## config.mk

```make
export PLATFORM = sky130hd
export DESIGN_NAME = uart_rx
export DESIGN_NICKNAME = d
export VERILOG_FILES = /design/src/rtl/uart_rx.sv
export SDC_FILE = /design/constraint.sdc
export NUM_CORES = 1
export LEC_CHECK = 0
export ABC_AREA = 0
export BUFFER_PORTS_ARGS = -buffer_cell sky130_fd_sc_hd__buf_2
export CORE_MARGIN = 2
export CORE_UTILIZATION = 45
export CTS_CLUSTER_SIZE = 8
export DETAILED_ROUTE_END_ITERATION = 10
export PLACE_DENSITY = 0.64
export REMOVE_ABC_BUFFERS = 1
export SYNTH_ARGS = -nofsm -noshare
export SYNTH_HDL_FRONTEND = slang
export SYNTH_SLANG_ARGS = --single-unit
```

## constraint.sdc

```tcl
create_clock -name clk -period 3.2 [get_ports clk]
set_clock_uncertainty 0.2 [all_clocks]
set_input_delay 0.48 -clock clk [delete_from_list [all_inputs] [get_ports clk]]
set_output_delay 0.48 -clock clk [all_outputs]
set_load 0.01 [all_outputs]
```

## src/rtl/uart_rx.sv

```systemverilog
// 8N1 UART receiver: 2-flop synchronised rx, start bit validated at mid-bit, data sampled mid-bit LSB first.
// valid/frame_err strobe the cycle after the stop-bit sample; no backpressure, so data must be taken within one frame.
module uart_rx #(
  parameter int CLKS_PER_BIT = 50
) (
  input  logic       clk,
  input  logic       rst,
  input  logic       rx,
  output logic [7:0] data,
  output logic       valid,
  output logic       frame_err,
  output logic       busy
);

  localparam int HALF_BIT = CLKS_PER_BIT / 2;
  localparam logic [15:0] HALF_LAST = 16'(HALF_BIT - 1);
  localparam logic [15:0] BIT_LAST  = 16'(CLKS_PER_BIT - 1);

  typedef enum logic [2:0] {
    IDLE,
    START,
    DATA,
    STOP,
    WAIT_IDLE
  } state_t;

  state_t      state;
  logic        sync1;
  logic        rxs;
  logic [15:0] cnt;
  logic [2:0]  bit_idx;
  logic [7:0]  shreg;

  assign busy = (state != IDLE);

  always_ff @(posedge clk) begin
    if (rst) begin
      sync1     <= 1'b1;
      rxs       <= 1'b1;
      state     <= IDLE;
      cnt       <= 16'd0;
      bit_idx   <= 3'd0;
      shreg     <= 8'h00;
      data      <= 8'h00;
      valid     <= 1'b0;
      frame_err <= 1'b0;
    end else begin
      sync1     <= rx;
      rxs       <= sync1;
      valid     <= 1'b0;
      frame_err <= 1'b0;
      case (state)
        IDLE: begin
          if (!rxs) begin
            state <= START;
            cnt   <= 16'd0;
          end
        end
        START: begin
          if (cnt == HALF_LAST) begin
            cnt <= 16'd0;
            // A start bit that is already high again at mid-bit is line noise.
            if (!rxs) begin
              state   <= DATA;
              bit_idx <= 3'd0;
            end else begin
              state <= IDLE;
            end
          end else begin
            cnt <= cnt + 16'd1;
          end
        end
        DATA: begin
          if (cnt == BIT_LAST) begin
            cnt            <= 16'd0;
            shreg[bit_idx] <= rxs;
            if (bit_idx == 3'd7) begin
              state   <= STOP;
              bit_idx <= 3'd0;
            end else begin
              bit_idx <= bit_idx + 3'd1;
            end
          end else begin
            cnt <= cnt + 16'd1;
          end
        end
        STOP: begin
          if (cnt == BIT_LAST) begin
            cnt <= 16'd0;
            // Leaving mid-stop-bit lets a directly following start edge be caught.
            if (rxs) begin
              data  <= shreg;
              valid <= 1'b1;
              state <= IDLE;
            end else begin
              frame_err <= 1'b1;
              state     <= WAIT_IDLE;
            end
          end else begin
            cnt <= cnt + 16'd1;
          end
        end
        WAIT_IDLE: begin
          if (rxs) begin
            state <= IDLE;
            cnt   <= 16'd0;
          end
        end
        default: begin
          state <= IDLE;
          cnt   <= 16'd0;
        end
      endcase
    end
  end

endmodule

```

==> out/summary.txt, run 1 <==
combinational group share of total power = 16.3%
final setup vio count = 0
Post-Syn Area = 2103 um2
worst flop-to-flop path endpoint = cnt[5]$_SDFFE_PP0P_
synth top area cells = dfxtp_1 (40%), mux2i_1 (9.5%), nor2_1 (5.5%)
hpwl dp = 2722 um
Initial Utilization = 47.65%
Crit. Startpoint = cnt[11]$_SDFFE_PP0P_
RR Startpoint = cnt[11]$_SDFFE_PP0P_
clock net sink count = 42
post-CTS sizing = 0
n_diodes = 0
Synthesis Warnings = 0
result of the run = completed
sequential-to-total area share from yosys stat = 39.98%
TritonCTS Buffers = 5
f_max = 370.7 MHz
final instance area = 2286 um2
Final Core Density = 51.79%
drt drc = 0
CP most frequent cell = or4_4
Internal = 0.7757 mW
PortBufs = 13
first-pass GRT wire length = 7093 um
syn_area_per_cell = 9.027 um2
RSZ-0062 raised after global routing = no
DR pass1 iterations = 4
crit-path cells = or4_4 > or4_4 > a32o_1 > buf_4 > or2b_1 > a31oi_1
PD cells = 470.9 nW/um2
die area = 5237 um2
hold crit path type = in2reg
Yosys reg bits = 42
CP max stage cell = or4_4
DRT iter0 DRCs = 87
GRT overflow = 0
Rel. slew slack = 62.32%
Post-CTS Setup Bufs = 0
sequential power share = 51.1%
Core ar. = 4414 um2
top_reg_cell synth = dfxtp_1
Final Wtd Congestion = 0.8119
R2R Setup Slk = 500 ps
crit path to = cnt[5]$_SDFFE_PP0P_
MaxCap Viol Count = 0
path depth of the worst reg2reg path = 6
Unique masters post-synth = 48
final net count = 252
placed inst area = 2195 um2
final hold viol count = 0
clock power share = 32.6%
Cells after Synth = 233
Final Critical Period = 2697 ps
CTS max path bufs = 2
ys async rst share = 0%
Routed Wire Length = 3975 um
critical path class = reg2reg
crit share post-route = 84.29%
Sw Pwr = 0.3008 mW
switching part of the total = 27.94%
largest net degree at the start of global routing = 32
clock slew at reported path FFs = 80 ps
antenna-violating nets left = 0
Worst Tran Pin Value = 565.2 ps
Top Ports = 14
CP endpoint kind = register
VDD IR-drop max = 0.1609 mV
vias in the first global route = 1552
Synth area leader = dfxtp_1
Die W = 72.37 um
layout cells sized above 1 = 15.92%
P_leak = 0.8917 nW
max-slew violations = 0
CP Max Fanout = 18
Via density = 5.633
Synth top area share = 39.98%
Vias = 1673
Worst Path Arrival = 2670 ps
setup_tns = 0 ps
WP data required = 3170 ps
critical path's largest stage delay = 670 ps
total track usage = 17.02%
synth-to-layout area growth = 8.685%
CTS tree = done
hold_buf cts = 0
initial antenna violation count = 0
Max H-tree Level = 2
worst skew pair latency = 290 ps
Startpoint Class = register
number of synthesized flops with an enable pin = 0
DIE HEIGHT = 72.37 um
Clk Tree Root Cell = clkbuf_8
Core Rows = 24
per-cell routed wire length = 13.38 um
FILL cells = 411
critical path: cells and delay by family (launching register included):
family / cells / cell delay [ps]
buf+inv: 1 / 210
simple gates: 3 / 1390
flops: 1 / 370
compound gates: 2 / 410
placed cells by master (no fill, tap or decap), types with 5 or more instances in the layout:
| cell type | instances |
|---|---|
| nand4_1 | 5 |
| dfxtp_1 | 42 |
| nand2_1 | 16 |
| nor2_1 | 31 |
| nor3_1 | 5 |
| buf_2 | 13 |
| nand3_1 | 6 |
| a21oi_1 | 13 |
| buf_4 | 5 |
| clkbuf_8 | 6 |
| mux2i_1 | 20 |
| ha_1 | 5 |
| a31oi_1 | 9 |
flip-flops by register name, indices dropped and copies added (netlist names):
signal / cells
cnt: 16
data: 8
shreg: 8
bit_idx: 3
state: 3
frame_err: 1
rxs: 1
sync1: 1
valid: 1
logic make-up (layout without fill, tap and decap cells):
| group | after synthesis | after routing | synth area share (%) |
|---|---|---|---|
| xor gates and xnor gates | 3 | 3 | 1.249 |
| and+or+nand+nor | 106 | 106 | 29.80 |
| adders and majority gates | 5 | 5 | 2.974 |
| DFF | 42 | 42 | 39.98 |
| AOI/OAI and AO/OA | 39 | 39 | 12.14 |
| buffers and inverters | 18 | 30 | 4.342 |
| muxes | 20 | 20 | 9.518 |
per-stage QoR:
step	cells	total power, mW	hold WS [ps]	setup WS (ps)
2_1_floorplan	219	0.6756	189.5	465.3
3_3_place_gp	289	0.7343	193.3	547.6
3_5_place_dp	289	0.7353	195.5	521.1
4_1_cts	297	1.088	151.7	510.8
5_1_grt	297	1.138	150.5	371.4
6_report	297	1.076	163.0	502.7
routing by layer:
metal / share of wire, % / vias up / GRT usage, %
li1: - / 877 / -
met1: 53 / 759 / 23.67
met4: 0.83 / 0 / 5.031
met5: 0 / - / 0
met3: 4.9 / 4 / 4.583
met2: 42 / 33 / 25.79
how the worst min path moves through the flow:
stage	slack (ps)	start	depth (start not counted)	end
2_1_floorplan	190	sync1$_SDFF_PP1_	1	rxs$_SDFF_PP1_
3_3_place_gp	190	sync1$_SDFF_PP1_	1	rxs$_SDFF_PP1_
3_5_place_dp	200	sync1$_SDFF_PP1_	1	rxs$_SDFF_PP1_
4_1_cts	150	rx	2	sync1$_SDFF_PP1_
5_1_grt	150	rx	2	sync1$_SDFF_PP1_
6_report	160	rx	2	sync1$_SDFF_PP1_
final cells by class:
type	instances	area [um2]	area share, %
timing repair buffer	18	102.6	4.488
clock inverter	1	5.005	0.2189
tap	52	65.06	2.846
clock buffer	7	86.33	3.777
inverter	4	15.01	0.6568
multi-input combinational	173	1171	51.23
sequential	42	840.8	36.78
synthesized netlist by cell type, types with 3 or more instances:
cell / instances
dfxtp_1: 42
nor2_1: 31
mux2i_1: 20
nand2_1: 16
a21oi_1: 13
a31oi_1: 9
clkbuf_1: 9
nand3_1: 6
ha_1: 5
nand4_1: 5
nor3_1: 5
and3_1: 4
inv_1: 4
nand3b_1: 4
nor4_1: 4
nor4b_2: 4
o21ai_0: 4
or4_1: 4
buf_6: 3
or2_2: 3
xnor2_1: 3
power by group through the flow:
| stage | clock, mW | sequential [mW] | combinational (mW) |
|---|---|---|---|
| 3_5_place_dp | 0 | 0.563 | 0.172 |
| 2_1_floorplan | 0 | 0.574 | 0.101 |
| 5_1_grt | 0.386 | 0.554 | 0.198 |
| 4_1_cts | 0.364 | 0.550 | 0.174 |
| 3_3_place_gp | 0 | 0.563 | 0.171 |
| 6_report | 0.351 | 0.551 | 0.175 |
No activity file was read; power rests on OpenSTA's default activity.
==> run 2: changes to the inputs <==
Settings changed: ABC_AREA 0 to 1.
Clock period 3.2 ns to 2.7 ns, I/O delays scaled along.
==> run 2 against run 1 <==
  * Design area is 2.6% higher
  * Worst hold slack lost 77 ps
  * Sequential cell count did not move
  * Maximum frequency rose by 35%
  * Routed wire length is 10% higher
  * Critical path depth grew 1
  * First-iteration DRC count increased by 64%
  * Clock power grew 23%
  * Die area increased by 2.0%
  * Utilization is 1.5 points lower
==> out/summary.txt, run 2 <==
result of the run = completed
leading cell types in the layout, fill and taps excluded = nand2_1 (72), nor2_1 (45), dfxtp_1 (42), inv_1 (39), a21oi_1 (29)
hold crit path type = in2reg
RR Startpoint = cnt[0]$_SDFFE_PP0P_
Sw Pwr = 0.4561 mW
n_diodes = 0
hpwl dp = 3172 um
clock power share = 31.8%
clock slew at reported path FFs = 90 ps
P_leak = 1.004 nW
largest net degree at the start of global routing = 23
TritonCTS Buffers = 5
critical path's largest stage delay = 500 ps
crit share post-route = 73.92%
sequential-to-total area share from yosys stat = 39.16%
total chip power = 1.353 mW
Cells after Synth = 310
CP max stage cell = nor3_1
Synthesis Warnings = 0
Top Ports = 14
Post-CTS Setup Bufs = 0
final net count = 332
syn_area_per_cell = 6.926 um2
max-slew violations = 0
final hold viol count = 0
Yosys reg bits = 42
MaxCap Viol Count = 0
Routed Wire Length = 4388 um
Top Registers = cnt x16, data x8, shreg x8
synth-to-layout area growth = 9.266%
initial antenna violation count = 0
DR pass1 iterations = 4
vias in the first global route = 1732
Vias = 1901
drt drc = 0
ys async rst share = 0%
Unique masters post-synth = 31
Synth top cells by count = nand2_1 (72), nor2_1 (45), dfxtp_1 (42), inv_1 (39), a21oi_1 (29)
f_max = 501.1 MHz
hold path startpoint = rx
synth top area cells = dfxtp_1 (39%), nand2_1 (13%), nor2_1 (7.9%)
Crit. Startpoint = cnt[0]$_SDFFE_PP0P_
Clk Tree Root Cell = clkbuf_8
Startpoint Class = register
final setup vio count = 0
CP most frequent cell = nand2_1
Synth top area share = 39.16%
PortBufs = 13
Worst Path Arrival = 2030 ps
worst skew pair latency = 300 ps
multi-input logic area = 1119 um2
setup_tns = 0 ps
layout cells sized above 1 = 12.31%
number of synthesized flops with an enable pin = 0
switching part of the total = 33.71%
Internal = 0.8969 mW
crit-path cells = ha_1 > inv_1 > nor3_1 > nand2_1 > xor2_1 > nand2_1 > a21oi_1
Die W = 73.08 um
top_reg_cell synth = dfxtp_1
Core ar. = 4661 um2
count leader, synth = nand2_1
CP endpoint kind = register
Rel. slew slack = 55.84%
first-pass GRT wire length = 7734 um
Initial Utilization = 46.07%
CTS max path bufs = 2
per-cell routed wire length = 11.58 um
Register Area = 840.8 um2
Top Family by Delay on Critical Path = simple AND/OR/NAND/NOR gates
Core Rows = 25
leading cell type in the layout, fill and taps excluded = nand2_1
combinational group share of total power = 19.5%
VDD IR-drop max = 0.3981 mV
Largest Register = cnt
critical path class = reg2reg
Worst Path Buf+Inv = 1
Final Wtd Congestion = 0.8933
DRT iter0 DRCs = 143
Via density = 5.016
PD cells = 576.8 nW/um2
RSZ-0062 raised after global routing = no
clock net sink count = 42
Synth area leader = dfxtp_1
sequential power share = 48.7%
DIE HEIGHT = 73.08 um
Final Critical Period = 1996 ps
CTS tree = done
hold_buf cts = 0
FILL cells = 519
total track usage = 18.58%
CP Max Fanout = 6
WP data required = 2730 ps
max FFs per register = 16
post-CTS sizing = 0
Worst Tran Pin Value = 661.7 ps
Max H-tree Level = 2
Post-Syn Area = 2147 um2
antenna-violating nets left = 0
die area = 5340 um2
GRT overflow = 0
==> run 2: final timing paths <==
path | endpoint | slack, ps | depth (start not counted)
max reg2reg | cnt[10]$_SDFFE_PP0P_ | 700 | 7
max | cnt[10]$_SDFFE_PP0P_ | 700 | 7
min | sync1$_SDFF_PP1_ | 90 | 2
min reg2reg | rxs$_SDFF_PP1_ | 220 | 1
==> run 2: area by class of cell <==
cell class	count	share of cell area [%]
Sequential cell	42	35.84
Clock inverter	3	1.067
Inverter	42	6.827
Tap cell	54	2.880
Clock buffer	5	2.933
Timing Repair Buffer	13	2.773
Multi-Input combinational cell	220	47.68
==> run 2: layer usage <==
metal	track usage, %	share of wire (%)
met1	26.26	51
met2	27.93	44
met3	4.144	2.8
met4	6.173	1.4
met5	0	0
==> run 2: power by group through the flow <==
stage,clock [mW],combinational [mW],sequential (mW)
global route,0.460,0.309,0.662
CTS,0.438,0.267,0.659
global placement,0,0.262,0.673
detailed placement,0,0.266,0.673
floorplan,0,0.204,0.668
finish,0.431,0.263,0.659
==> run 2: cells by family after synthesis <==
group                    after synthesis  share of synthesized area [%]
XOR/XNOR                               8                          3.264
adder cells (fa/ha/maj)                5                          2.914
buffers and inverters                 48                          8.741
AO/OA/AOI/OAI                         43                          10.90
flip-flops                            42                          39.16
AND/OR/NAND/NOR                      164                          35.02
==> run 2: stage by stage <==
step	hold slack, ps	area [um2]	worst slack [ps]	util, %	cells
finish	86.11	2346	704.2	50.34	379
global route	82.33	2346	488.5	50.34	379
CTS	78.40	2346	704.4	50.34	379
detailed placement	198.9	2252	712.9	48.32	371
global placement	196.4	2252	753.5	48.32	371
floorplan	189.5	2120	995.8	-	304
